--- src/rtl/rv_pkg.sv ---
// Shared RV32I decode helpers and X-stage hazard types.
package rv_pkg;

  localparam logic [6:0] OPC_R      = 7'b0110011;
  localparam logic [6:0] OPC_I      = 7'b0010011;
  localparam logic [6:0] OPC_LOAD   = 7'b0000011;
  localparam logic [6:0] OPC_STORE  = 7'b0100011;
  localparam logic [6:0] OPC_BRANCH = 7'b1100011;
  localparam logic [6:0] OPC_JAL    = 7'b1101111;
  localparam logic [6:0] OPC_JALR   = 7'b1100111;
  localparam logic [6:0] OPC_AUIPC  = 7'b0010111;
  localparam logic [6:0] OPC_LUI    = 7'b0110111;
  localparam logic [6:0] OPC_SYSTEM = 7'b1110011;

  localparam logic [2:0] FNC_CSRRW  = 3'b001;

  // One retired-from-X instruction as seen by the forwarding logic.
  typedef struct packed {
    logic       valid;
    logic [4:0] rd;
    logic       writes_rd;
    logic       is_load;
  } hist_entry_t;

  typedef enum logic {IDLE, FLUSH} flush_state_t;

  function automatic logic uses_rs1(input logic [6:0] opc, input logic [2:0] funct3);
    case (opc)
      OPC_R, OPC_I, OPC_LOAD, OPC_STORE, OPC_BRANCH, OPC_JALR: uses_rs1 = 1'b1;
      OPC_SYSTEM: uses_rs1 = (funct3 == FNC_CSRRW);
      default:    uses_rs1 = 1'b0;
    endcase
  endfunction

  function automatic logic uses_rs2(input logic [6:0] opc);
    case (opc)
      OPC_R, OPC_STORE, OPC_BRANCH: uses_rs2 = 1'b1;
      default:                      uses_rs2 = 1'b0;
    endcase
  endfunction

  function automatic logic writes_rd(input logic [6:0] opc);
    case (opc)
      OPC_R, OPC_I, OPC_LOAD, OPC_JAL, OPC_JALR,
      OPC_AUIPC, OPC_LUI, OPC_SYSTEM: writes_rd = 1'b1;
      default:                        writes_rd = 1'b0;
    endcase
  endfunction

  function automatic logic is_load(input logic [6:0] opc);
    is_load = (opc == OPC_LOAD);
  endfunction

endpackage

--- src/rtl/x_fwd_match.sv ---
// Youngest-producer search over the X-stage history for one source register.
module x_fwd_match
  import rv_pkg::*;
#(
  parameter int DEPTH    = 2,
  parameter int LOAD_LAT = 1,
  parameter int SELW     = $clog2(DEPTH + 1)
) (
  input  hist_entry_t [DEPTH-1:0] hist,
  input  logic [4:0]              rs,
  input  logic                    used,
  output logic [SELW-1:0]         sel,
  output logic                    load_hazard
);

  // Scan oldest to youngest so the youngest matching producer overrides older ones.
  always_comb begin
    // NOTE: defaults first so every path assigns both outputs and no latch is inferred.
    sel         = '0;
    load_hazard = 1'b0;
    for (int i = DEPTH - 1; i >= 0; i--) begin
      if (used && rs != 5'd0 && hist[i].valid && hist[i].writes_rd && hist[i].rd == rs) begin
        sel         = SELW'(i + 1);
        load_hazard = hist[i].is_load && (i < LOAD_LAT - 1);
      end
    end
  end

endmodule

--- src/rtl/x_hazard_ctrl.sv ---
// X-stage forwarding select, load-use stall and multi-cycle redirect flush control.
module x_hazard_ctrl
  import rv_pkg::*;
#(
  parameter int DEPTH        = 2,
  parameter int LOAD_LAT     = 1,
  parameter int FLUSH_CYCLES = 1,
  parameter int SELW         = $clog2(DEPTH + 1)
) (
  input  logic            clk,
  input  logic            reset,
  input  logic            x_valid,
  input  logic [31:0]     x_inst,
  input  logic            x_redirect,
  input  logic            stall_in,
  output logic [SELW-1:0] fwd_a_sel,
  output logic [SELW-1:0] fwd_b_sel,
  output logic            stall_out,
  output logic            flush
);

  hist_entry_t [DEPTH-1:0] hist;
  flush_state_t            state;
  logic [3:0]              cnt;

  logic [6:0]      opc;
  logic [2:0]      funct3;
  logic [4:0]      rd, rs1, rs2;
  logic [SELW-1:0] sel_a, sel_b;
  logic            haz_a, haz_b;
  logic            squashed, stall_raw, redirect, advance;
  hist_entry_t     new_entry;

  assign opc    = x_inst[6:0];
  assign rd     = x_inst[11:7];
  assign funct3 = x_inst[14:12];
  assign rs1    = x_inst[19:15];
  assign rs2    = x_inst[24:20];

  x_fwd_match #(.DEPTH(DEPTH), .LOAD_LAT(LOAD_LAT), .SELW(SELW)) u_match_a (
    .hist        (hist),
    .rs          (rs1),
    .used        (uses_rs1(opc, funct3)),
    .sel         (sel_a),
    .load_hazard (haz_a)
  );

  x_fwd_match #(.DEPTH(DEPTH), .LOAD_LAT(LOAD_LAT), .SELW(SELW)) u_match_b (
    .hist        (hist),
    .rs          (rs2),
    .used        (uses_rs2(opc)),
    .sel         (sel_b),
    .load_hazard (haz_b)
  );

  // Squash, stall and redirect qualification for the instruction currently in X.
  always_comb begin
    squashed  = (state == FLUSH);
    stall_raw = x_valid && !squashed && (haz_a || haz_b);
    redirect  = (state == IDLE) && x_valid && x_redirect && !stall_raw;
    advance   = !stall_in;
    new_entry = '{valid:     x_valid && !squashed && !stall_raw,
                  rd:        rd,
                  writes_rd: writes_rd(opc),
                  is_load:   is_load(opc)};
  end

  // Outputs are forced low for as long as reset is held, whatever the inputs do.
  always_comb begin
    fwd_a_sel = reset ? '0 : sel_a;
    fwd_b_sel = reset ? '0 : sel_b;
    stall_out = !reset && stall_raw;
    flush     = !reset && (squashed || redirect);
  end

  // History shift: the X instruction (or a bubble while stalling) enters at index 0.
  always_ff @(posedge clk) begin
    // NOTE: the history holds valid bits, so it must be cleared on reset unlike a plain data RAM.
    if (reset) begin
      hist <= '0;
    end else if (advance) begin
      // NOTE: non-blocking so every stage shifts from the pre-edge value of its neighbour.
      hist[0] <= new_entry;
      for (int i = 1; i < DEPTH; i++) begin
        hist[i] <= hist[i-1];
      end
    end
  end

  // Flush window: held for FLUSH_CYCLES advancing cycles after the redirect cycle.
  always_ff @(posedge clk) begin
    if (reset) begin
      state <= IDLE;
      cnt   <= '0;
    end else if (advance) begin
      case (state)
        IDLE: begin
          if (redirect) begin
            state <= FLUSH;
            cnt   <= 4'(FLUSH_CYCLES);
          end
        end
        FLUSH: begin
          if (cnt == 4'd1) begin
            state <= IDLE;
            cnt   <= '0;
          end else begin
            cnt <= cnt - 4'd1;
          end
        end
        default: begin
          state <= IDLE;
          cnt   <= '0;
        end
      endcase
    end
  end

endmodule

--- config.mk ---
export PLATFORM = sky130hd
export DESIGN_NAME = x_hazard_ctrl
export DESIGN_NICKNAME = d
export VERILOG_FILES = /design/src/rtl/rv_pkg.sv /design/src/rtl/x_fwd_match.sv /design/src/rtl/x_hazard_ctrl.sv
export SDC_FILE = /design/constraint.sdc
export NUM_CORES = 1
export LEC_CHECK = 0
export ABC_AREA = 1
export CORE_MARGIN = 3
export CORE_UTILIZATION = 49
export DETAILED_ROUTE_END_ITERATION = 8
export PLACE_DENSITY_LB_ADDON = 0.15
export SLEW_MARGIN = 30
export SYNTH_ARGS = -nofsm -noshare
export SYNTH_HDL_FRONTEND = slang
export SYNTH_SLANG_ARGS = --single-unit
--- constraint.sdc ---
create_clock -name clk -period 2.7 [get_ports clk]
set_input_delay 0.54 -clock clk [delete_from_list [all_inputs] [get_ports clk]]
set_output_delay 0.54 -clock clk [all_outputs]
set_load 0.05 [all_outputs]
* After elaboration in Yosys (flattened, before gate mapping)
Cells that the tools add are included.
Storage, ports and cells: memory bits (read-only) 0, word-level logic and storage cells 70, memory bits (writable) 0, input bits 37, output and inout bits 6, register bits after elaboration 19, memories 0, bits in latches 0
Operators by class: $add $sub $neg 1, bitwise gates (word level) 2, equal/unequal tests 17, muxes and demuxes 15, $lt $le $gt $ge 0, shifts and indexed selects 0, reductions and logical operators 27, div/mod/pow operators 0, multipliers 0
Operators with widths (count):
- $eq A7 B7 Y1 const B | 4
- $eq A7 B6 Y1 const B | 3
- $eq A5 B5 Y1 | 4
- $logic_and A1 B1 Y1 | 18
- $eq A7 B5 Y1 const B | 2
- $mux W2 | 6
- $reduce_bool A5 Y1 | 2
- $mux W4 | 2
- $pmux W4 S2 | 1
- $reduce_or A8 Y1 | 1
- $eq A7 B2 Y1 const B | 1
- $reduce_or A6 Y1 | 1
- $eq A4 B1 Y1 const B | 1
- $mux W1 | 4
- $pmux W1 S2 | 2
- $sub A4 B1 Y4 const B | 1
- $eq A3 B1 Y1 const B | 1
- $reduce_or A3 Y1 | 1
- $logic_not A1 Y1 | 2
- $ne A2 B2 Y1 const B | 1
- $not A1 Y1 | 2
- $reduce_and A2 Y1 | 1
- $logic_or A1 B1 Y1 | 1

* Logic depth before layout (Yosys ltp)
word-level depth 10, depth in mapped cells 8

* Cells and area by module
A second synthesis with hierarchy kept.
Second synthesis, totals: cell total of the unflattened synthesis 274, area total of the unflattened synthesis 1567.8 µm²
By module, submodules not included:
- x_hazard_ctrl | cells an instance 160, area an instance 1057.3 µm², times used 1
- x_fwd_match | cells an instance 57, area an instance 255.2 µm², times used 2

* Least setup slack after synthesis
OpenSTA, ideal clock, no wires.
kind input -> output, from input reset, to output fwd_a_sel[1], cell stages on the path 8, data required time 2.160 ns, setup slack 0.485 ns, arrival time 1.675 ns, path through inv_2 -> buf_6 -> nand3_4 -> nor2_2 -> nand2_1 -> nor2_2 -> nand2_1 -> nor2_1
Between the ends: word-level cells in the longest chain between the ends 1
Ends and longest elaborated chain:
- start: declaration | line x_hazard_ctrl.sv:11 | input logic reset,
- $mux W2 | line x_hazard_ctrl.sv:70 | fwd_a_sel = reset ? '0 : sel_a;
- end: declaration | line x_hazard_ctrl.sv:16 | output logic [SELW-1:0] fwd_a_sel,
No other way between the ends.

* Worst setup path after layout
from input x_inst[16], to output fwd_a_sel[1]
Between the ends: word-level cells in the longest chain between the ends 8
Ends and longest elaborated chain:
- start: declaration | line x_hazard_ctrl.sv:13 | input logic [31:0] x_inst,
- $reduce_bool A5 Y1 | line x_fwd_match.sv:22 | if (used && rs != 5'd0 && hist[i].valid && hist[i].writes_rd && hist[i].rd == rs) begin
- $logic_and A1 B1 Y1 (4 in series) | line x_fwd_match.sv:22
- $mux W2 | line x_fwd_match.sv:22
- $mux W2 (*) | line x_fwd_match.sv:22
- $mux W2 (*) | line x_hazard_ctrl.sv:70
Mark *: on every way between the ends. The rest lies on a longest branch, timed or not.

==> results.ini <==
[run_status]
outcome=completed

[layout]
antenna_cells=0
final_nets=284
postLayoutCellArea_um2=1723
area_growth_pct=33.56
drive_gt1_share_pct=8.197
layoutNonFillerInstCount=272

[floorplan]
std_cell_rows=17
start_util_pct=54.64
die_w_um=57.31
die_y_um=57.31
dieArea_um2=3284
ios=43
coreArea_um2=2361

[grt]
met1_usage_pct=26.81
grt_pass1_vias=1154
grt-busiest-layer=met1
antenna_found_initial=0
grt_first_pass_wirelength_um=4878
overflow=0
use_met2_pct=26.10
met3_usage_pct=2.262
grt_max_degree=20
gr-usage-all-layers_pct=18.18

[setup_path]
cp_num_buf_inv=3
worstPathMaxFanout=3
required_ps=2160
reg2regPathDepth=7
path_common_cell=nand2_1
cp_top_family=buffers and inverters
crit_path_max_incr_delay_ps=520
r2r-start=cnt[1]
critPathSlowestCell=clkdlybuf4s50_1
r2r_end=cnt[3]
critPathKind=in -> out
cp-end-kind=primary output
worstPathCellList=clkdlybuf4s50_1 -> inv_1 -> nand2_1 -> o21ai_0 -> nor2_1 -> nand2_1 -> nor2_2 -> nand2_1 -> nor2_1 -> buf_12
cp.arrival_ps=1940
reg2reg_slack_ps=1520
cp-start-kind=input port

[synth]
ys_seq_area_share_pct=29.49
synthCells=210
yosysTopAreaCell=dfxtp_1
netlist.area_leader.share_pct=29.49
postSynth.asyncResetShare_pct=0
synth_edf_count=0
yosys_most_used_dff=dfxtp_1
synth_seq_cells=19
synthesis.nets=249
synth_common_cells=41 x nand2_1, 41 x nor2_1, 27 x o21ai_0
synth_area_leaders=dfxtp_1 29%, nand2_1 12%, nor2_1 12%, o21ai_0 10%, inv_1 7.6%
syn_area_per_cell_um2=6.143
ys_types=28
yosys_warnings=0
syn_area_um2=1290

[pwr]
p_leak_nw=0.7358
powerDensity_nw_per_um2=372.9
peakVddDrop_mv=0.4181
p_int_mw=0.4396
p_comb_share_pct=26.9
switching_power_mw=0.2029
clockPowerShare_pct=23.1
switching_share_pct=31.59
pwr-share-seq_pct=50.0

[run]
maxCapViolations=0

[routing]
dr_total_vias=1409
post_drt_wl_per_cell_um=10.81
ant_nets=0
drtPass1Iterations=4
viasPerCell=5.180
drt_iter0_markers=53
wirelength_um=2940
drcViolationCount=0

[sta]
hold_violations=0
rsz0062_at_grt=no
worst_hold_slack_ps=520.6
fmax_mhz=403.9
period_needed_ps=2476
fin_skew_ps=2.518
fin_crit_sh_pct=91.71
drv_slew=0
fin_setup_tns_ps=0
setup-violations-final=0

[clock_network]
cts_tree=done
cts_resized=0
post_cts_buffers=0
postCtsHoldBufs=0
cts_buffers=3
clkLatencyLatePin_ps=300
cts.sinks=19
clk_pin_slew_worst_paths_ps=110
clk_path_buf_depth=2
cts_root_buffer=clkbuf_4
htreeDepth=1

[min_path]
hp-start=hist[12]
hold_path_depth=2
min_to=hist[12]
hold_path.class=reg -> reg

[placed_design]
dp.cells=268
io_buffers=34
dpl.hpwl_um=2384
place_area_um2=1693
gp_congestion=0.8816

==> state kept, by name (all words and copies together) (netlist names) <==
| name | cells |
|---|---|
| squashed | 1 |
| cnt | 4 |
| hist | 14 |
==> stage by stage <==
stage	util, %	power [mW]	worst slack [ps]
6_report	72.97	0.6425	224.0
5_1_grt	72.97	0.6806	92.11
4_1_cts	72.97	0.6457	234.4
3_5_place_dp	71.70	0.4996	238.5
3_3_place_gp	71.70	0.4968	258.4
2_1_floorplan	-	0.4254	484.5
==> power by group through the flow <==
stage,clock (mW),sequential (mW),combinational [mW]
final,0.148,0.321,0.173
after global routing,0.160,0.325,0.196
after CTS,0.152,0.321,0.173
after detailed placement,0,0.327,0.172
after global placement,0,0.327,0.170
after floorplan,0,0.321,0.104
==> area by class of cell <==
type                       instances  area (um^2)
multi-input combinational        157        767.0
sequential                        19        380.4
inverter                          28        105.1
tap                               28        35.03
fill                             203        638.1
clock buffer                       3        22.52
clock inverter                     1        7.507
timing repair buffer              36        405.4
==> worst max path at each step <==
stage	start	cells after the start	endpoint	slack [ps]
2_1_floorplan	reset	8	fwd_a_sel[1]	480
3_3_place_gp	x_inst[16]	10	fwd_a_sel[1]	260
3_5_place_dp	x_inst[16]	10	fwd_a_sel[1]	240
4_1_cts	x_inst[16]	10	fwd_a_sel[1]	230
5_1_grt	x_inst[16]	10	fwd_a_sel[1]	90
6_report	x_inst[16]	10	fwd_a_sel[1]	220
==> cell usage in the layout (no fill, tap or decap) <==
cell,Yosys,final
o2111ai_1,1,1
a21oi_2,1,1
nor3b_1,1,1
nand3_4,1,1
nor2_4,1,1
buf_4,1,2
dfxtp_1,19,19
conb_1,1,1
nor2_1,41,41
nand2_1,41,41
nand4_1,7,7
o21a_1,1,1
nand3_1,6,6
a21oi_1,11,11
clkinvlp_4,0,1
ha_1,2,2
buf_12,0,5
nor3_1,4,4
o22ai_1,1,1
nor2_2,3,3
xor2_1,4,4
inv_1,26,26
a211oi_1,1,1
clkbuf_4,0,3
o211ai_2,1,1
clkdlybuf4s50_1,0,29
o21ai_0,27,27
inv_2,2,2
o21ai_1,1,1
==> metal layers <==
| layer | part of all wire (%) | wire [um] | up-vias |
|---|---|---|---|
| li1 | - | - | 748 |
| met1 | 50 | 1465 | 598 |
| met2 | 40 | 1178 | 57 |
| met3 | 8.0 | 236 | 6 |
| met4 | 2.0 | 60 | 0 |
| met5 | 0 | 0 | - |
==> logic make-up (layout without fill, tap and decap cells) <==
kind of cell             Yosys count  after routing  synth area share, %
AO/OA/AOI/OAI                     45             45                19.11
other                              1              1               0.2907
XOR/XNOR                           4              4                2.716
adder cells (fa/ha/maj)            2              2                1.940
buffers and inverters             34             68                11.06
flip-flops                        19             19                29.49
AND/OR/NAND/NOR                  105            105                35.40
==> tightest hold or removal path, delay by kind of cell, from the launching register on <==
| family | cells | cell delay (ps) |
|---|---|---|
| AOI/OAI and AO/OA | 1 | 60 |
| buffers and inverters | 1 | 70 |
| DFF | 1 | 350 |
Power figures use the tool's default switching activity.
